===== config.mk =====
export PLATFORM = sky130hd
export DESIGN_NAME = johnson_counter_param
export DESIGN_NICKNAME = d
export VERILOG_FILES = /design/src/rtl/johnson_counter_param_pkg.sv /design/src/rtl/johnson_phase_decode.sv /design/src/rtl/johnson_counter_param.sv
export SDC_FILE = /design/constraint.sdc
export NUM_CORES = 1
export LEC_CHECK = 0
export ABC_AREA = 1
export BUFFER_PORTS_ARGS = -buffer_cell sky130_fd_sc_hd__buf_2
export CAP_MARGIN = 10
export CORE_AREA = 2 2 39 41
export CTS_CLUSTER_DIAMETER = 40
export CTS_CLUSTER_SIZE = 12
export DETAILED_ROUTE_END_ITERATION = 8
export DIE_AREA = 0 0 41 43
export PLACE_DENSITY = 0.75
export SLEW_MARGIN = 0
export SYNTH_ARGS = -nofsm -noshare
export SYNTH_HDL_FRONTEND = slang
export SYNTH_HIERARCHICAL = 1
export SYNTH_SLANG_ARGS = --single-unit

===== constraint.sdc =====
create_clock -name clk -period 4.95 [get_ports clk]
set_input_delay 0.495 -clock clk [delete_from_list [all_inputs] [get_ports clk]]
set_output_delay 0.495 -clock clk [all_outputs]
set_load 0.1 [all_outputs]

===== src/rtl/johnson_counter_param_pkg.sv =====
// -----------------------------------------------------------------------------
// johnson_counter_param_pkg
// Shared helpers for the parametrised Johnson (twisted-ring) counter.
// A package cannot take a module parameter, so every helper works on a code
// zero-extended to JC_MAX_W bits and takes the live register width as an
// argument. Callers size results back down to WIDTH / PW with a cast.
//   jc_encode(width, p)    : phase p -> Johnson code
//   jc_decode(width, code) : Johnson code -> binary phase
//   jc_valid(width, code)  : 1 if code is a legal Johnson state
//   jc_pw(width)           : width of the phase index for a given WIDTH
// -----------------------------------------------------------------------------
package johnson_counter_param_pkg;

    localparam int JC_MAX_W  = 16;
    localparam int JC_MAX_PW = 5;

    typedef logic [JC_MAX_W-1:0] jc_code_t;

    function automatic int jc_pw(input int width);
        return $clog2(2 * width);
    endfunction

    // p <= width : p ones in the LSBs
    // p >  width : (2*width - p) ones in the MSBs, i.e. bits p-width .. width-1
    function automatic jc_code_t jc_encode(input int width, input int p);
        jc_code_t c;
        c = '0;
        for (int i = 0; i < JC_MAX_W; i++) begin
            if (i < width) begin
                if (p <= width) c[i] = (i < p);
                else            c[i] = (i >= p - width);
            end
        end
        return c;
    endfunction

    // Codes whose LSB is set (or all-zero) are on the filling half of the
    // cycle, so the phase is the number of ones; otherwise the ring is
    // emptying and the phase counts back down from 2*width.
    function automatic int jc_decode(input int width, input jc_code_t code);
        int pop;
        pop = 0;
        for (int i = 0; i < JC_MAX_W; i++) begin
            if (i < width && code[i]) pop++;
        end
        if (code[0] || pop == 0) return pop;
        return 2 * width - pop;
    endfunction

    // A legal Johnson code has at most one boundary between a run of ones
    // and a run of zeros.
    function automatic logic jc_valid(input int width, input jc_code_t code);
        int edges;
        edges = 0;
        for (int i = 0; i < JC_MAX_W - 1; i++) begin
            if (i < width - 1 && code[i] != code[i+1]) edges++;
        end
        return (edges <= 1);
    endfunction

endpackage


===== src/rtl/johnson_phase_decode.sv =====
// -----------------------------------------------------------------------------
// johnson_phase_decode
// Combinational decoder from a Johnson code to its binary phase, plus a
// legality flag used for upset detection.
// Ports:
//   code  in  WIDTH  Johnson code
//   phase out PW     binary phase index (meaningful only when valid)
//   valid out 1      1 when code is a legal Johnson state
// -----------------------------------------------------------------------------
module johnson_phase_decode
    import johnson_counter_param_pkg::*;
#(
    parameter int WIDTH = 4,
    parameter int PW    = 3
) (
    input  logic [WIDTH-1:0] code,
    output logic [PW-1:0]    phase,
    output logic             valid
);

    always_comb begin
        phase = PW'(jc_decode(WIDTH, jc_code_t'(code)));
        valid = jc_valid(WIDTH, jc_code_t'(code));
    end

endmodule


===== src/rtl/johnson_counter_param.sv =====
// -----------------------------------------------------------------------------
// johnson_counter_param
// Parametrised bidirectional Johnson counter with enable, synchronous clear,
// phase load, binary phase readout, wrap pulse and illegal-state recovery
// with a sticky error flag.
// Ports:
//   clk        in  1      rising-edge clock
//   rst        in  1      asynchronous reset, active-low
//   en         in  1      count enable, one step per clock
//   dir        in  1      1 = up (shift left), 0 = down (shift right)
//   clr        in  1      synchronous clear to phase 0, also clears err
//   load       in  1      synchronous load of load_phase
//   load_phase in  PW     phase to load, 0..2*WIDTH-1
//   out        out WIDTH  registered Johnson code
//   phase      out PW     binary phase of out (decoded from the register)
//   wrap       out 1      registered one-cycle pulse on sequence wrap
//   err        out 1      registered sticky error flag
// -----------------------------------------------------------------------------
module johnson_counter_param
    import johnson_counter_param_pkg::*;
#(
    parameter  int WIDTH = 4,
    localparam int PW    = $clog2(2 * WIDTH)
) (
    input  logic             clk,
    input  logic             rst,
    input  logic             en,
    input  logic             dir,
    input  logic             clr,
    input  logic             load,
    input  logic [PW-1:0]    load_phase,
    output logic [WIDTH-1:0] out,
    output logic [PW-1:0]    phase,
    output logic             wrap,
    output logic             err
);

    localparam int JC_LEN = 2 * WIDTH;

    logic [WIDTH-1:0] out_q, out_d;
    logic             wrap_q, wrap_d;
    logic             err_q, err_d;
    logic [PW-1:0]    phase_w;
    logic             code_valid;

    johnson_phase_decode #(
        .WIDTH (WIDTH),
        .PW    (PW)
    ) u_decode (
        .code  (out_q),
        .phase (phase_w),
        .valid (code_valid)
    );

    always_comb begin
        out_d  = out_q;
        wrap_d = 1'b0;
        err_d  = err_q;
        if (clr) begin
            out_d = '0;
            err_d = 1'b0;
        end else if (load) begin
            // An out-of-range phase leaves the counter where it is and flags it.
            if (int'(load_phase) < JC_LEN) out_d = WIDTH'(jc_encode(WIDTH, int'(load_phase)));
            else                           err_d = 1'b1;
        end else if (!code_valid) begin
            // Recover from an upset even while the counter is idle.
            out_d = '0;
            err_d = 1'b1;
        end else if (en) begin
            if (dir) begin
                out_d  = {out_q[WIDTH-2:0], ~out_q[WIDTH-1]};
                wrap_d = (phase_w == PW'(JC_LEN - 1));
            end else begin
                out_d  = {~out_q[0], out_q[WIDTH-1:1]};
                wrap_d = (phase_w == '0);
            end
        end
    end

    always_ff @(posedge clk or negedge rst) begin
        if (!rst) begin
            out_q  <= '0;
            wrap_q <= 1'b0;
            err_q  <= 1'b0;
        end else begin
            out_q  <= out_d;
            wrap_q <= wrap_d;
            err_q  <= err_d;
        end
    end

    assign out   = out_q;
    assign phase = phase_w;
    assign wrap  = wrap_q;
    assign err   = err_q;

endmodule

==> reports/qor.yml <==
status:
  run_status: "completed"
clock_network:
  cts_buffers: 3
  cts_buffer_depth: 2
  cts_tree: "done"
  cts_hold_buf: 0
  ctsResizeCount: 0
  clkTransAtPathRegs_ps: 40
  clock-root-buffer: "clkbuf_4"
  post_cts_buffers: 0
  clock_latency_ps: 230
  clock_sinks: 6
  htree_levels: 1
place:
  postPlaceCellArea_sq_um: 766
  pre_cts_slack_ps: 1600
  io_buffers: 17
  dp_hpwl_microns: 1180
  globalplace.congestion: 0.824
  dp_cells: 139
synthesis:
  async_reset_ff_share_pct: 100
  syn-cell-area_sq_um: 646
  ys_warn_count: 6
  synth_area_leaders: "nand2_1 (25%), dfrtp_1 (23%), ha_1 (12%)"
  ys_seq_elements: 6
  synth_top_cell_by_area: "nand2_1"
  yosys-top-cells-count: "nand2_1 (43), nand3_1 (12), inv_1 (10)"
  yosysSeqAreaShare_pct: 23.3
  yosys_most_used_dff: "dfrtp_1"
  synth_top_cell_area_share_pct: 25.0
  yosysMostFrequentCell: "nand2_1"
  netlist-cell-type-count: 20
  syn_area_per_cell_sq_um: 6.09
  synth-edff-count: 0
  synth_cells: 106
  syn_nets: 121
final_layout:
  postLayoutCellArea_sq_um: 788
  drive_above_1_share_pct: 25.4
  nets: 143
  fin_cells: 142
  fin_util_pct: 57.0
  area_growth_pct: 22.1
  antenna_cells: 0
detailed_routing:
  wire_per_inst_microns: 9.90
  vias: 693
  drc: 0
  wirelength_microns: 1410
  antenna_left: 0
  drt-initial-drc-count: 9
  vias_per_cell: 4.88
  drtPass1Iterations: 4
sta:
  fin_crit_sh_pct: 72.4
  tightest_slew_ps: 488
  finalMaxSlewViolations: 0
  hold-worst-slack_ps: 72.8
  period_needed_ps: 3590
  clock.fmax_mhz: 279
  fin_ws_ps: 1360
  maxSlewHeadroom_pct: 67.7
  skew_ps: 0.247
  rsz0062_at_grt: "no"
  setup_viol: 0
  finalSetupTns_ps: 0
  hold_viol: 0
die:
  dieArea_sq_um: 1760
  die_w_microns: 41
  fp.dieH_microns: 43
  rows: 14
  io_pins: 18
  coreArea_sq_um: 1380
  start_util_pct: 46.7
pwr:
  p_leak_nw: 0.472
  total_power_mw: 0.352
  peakVddDrop_v: 0.000221
  p_per_area_nw_per_um2: 446
setup_path:
  worstPathBufferInverterCount: 4
  cp-endpoint: "phase[2]"
  worst_r2r_path_depth: 14
  cp_slowest_stage_delay_ps: 470
  critPathLaunchType: "flip-flop"
  cp-startpoint: "out[0]$_DFFE_PN0P_"
  path_depth: 12
  critPathSlowestCell: "dfrtp_1"
  cp_max_fo: 8
  critical_path.cell_chain: "inv_1 -> ha_1 -> xnor2_1 -> inv_1 -> ha_1 -> nand2_1 -> nand2_1 -> inv_1 -> ha_1 -> nor2_1 -> xor2_2 -> buf_2"
  required_ps: 4450
  worstPathArrival_ps: 3090
  cp_top_family: "adder cells"
  timing_worst_setup_path_type: "reg -> out"
  r2r-start: "out[0]$_DFFE_PN0P_"
  r2r_end: "wrap$_DFF_PN0_"
  regToRegSetupSlack_ps: 2120
  critPathCaptureType: "output pin"
global_route:
  antenna_found_initial: 0
  grt_first_pass_wirelength_microns: 2430
  gr-usage-all-layers_pct: 19.6
  grt_pass1_vias: 652
  grt_overflow: 0
  grt_max_degree: 10
job:
  max_cap_violations: 0
hold_path:
  hold_path.class: "in -> async"
layer usage:
layer | up-vias | GRT usage, % | wire, microns
met3 | 0 | 1.57 | 32
met5 | - | 0 | 0
li1 | 372 | - | -
met1 | 310 | 23.1 | 605
met2 | 11 | 35.9 | 768
met4 | 0 | 4.00 | 0
cells by family (layout without fill, tap and decap cells):
family,count (synthesis),in the layout,synth area share (%)
buffers and inverters,15,35,8.72
adder cells (fa/ha/maj),6,6,11.6
AND/OR/NAND/NOR,68,68,45.2
flip-flops,6,6,23.3
AO/OA/AOI/OAI,8,8,7.17
XOR/XNOR,3,3,4.07
sequential cells by signal, indices dropped and copies added, names as in the netlist:
signal  cells
out         4
err         1
wrap        1
final cells by class:
cell class,count,area [sq um]
tap,16,20.0
timing repair buffer,17,85.1
fill,137,596
sequential,6,150
inverter,15,56.3
multi-input combinational,85,454
clock buffer,3,22.5
where the power goes:
part	switching, mW	internal (mW)
Combinational	0.197	0.0498
Sequential	0.00925	0.0541
Clock	0.0143	0.0272
worst min path at each step:
stage	startpoint	endpoint	slack (ps)	cells after the start
6_report	rst	wrap$_DFF_PN0_	70	1
5_1_grt	rst	out[3]$_DFFE_PN0P_	70	1
4_1_cts	rst	out[3]$_DFFE_PN0P_	70	1
3_5_place_dp	rst	out[3]$_DFFE_PN0P_	320	1
3_3_place_gp	rst	wrap$_DFF_PN0_	320	1
2_1_floorplan	rst	err$_DFFE_PN0P_	200	0
placed cells by master, fill, tap and decap left out:
master,instances
clkbuf_4,3
nand2_2,1
o21ai_1,1
inv_2,5
dfrtp_1,6
buf_2,17
or2_2,1
nand3_1,12
a32oi_1,1
nor3_1,1
nor2_2,2
ha_1,6
or2_1,1
nand3b_2,1
o21bai_1,1
xor2_2,2
inv_1,10
nand2_1,43
a21oi_1,2
nor2_1,6
o21ai_0,3
xnor2_1,1
(Power assumes the default switching activity.)
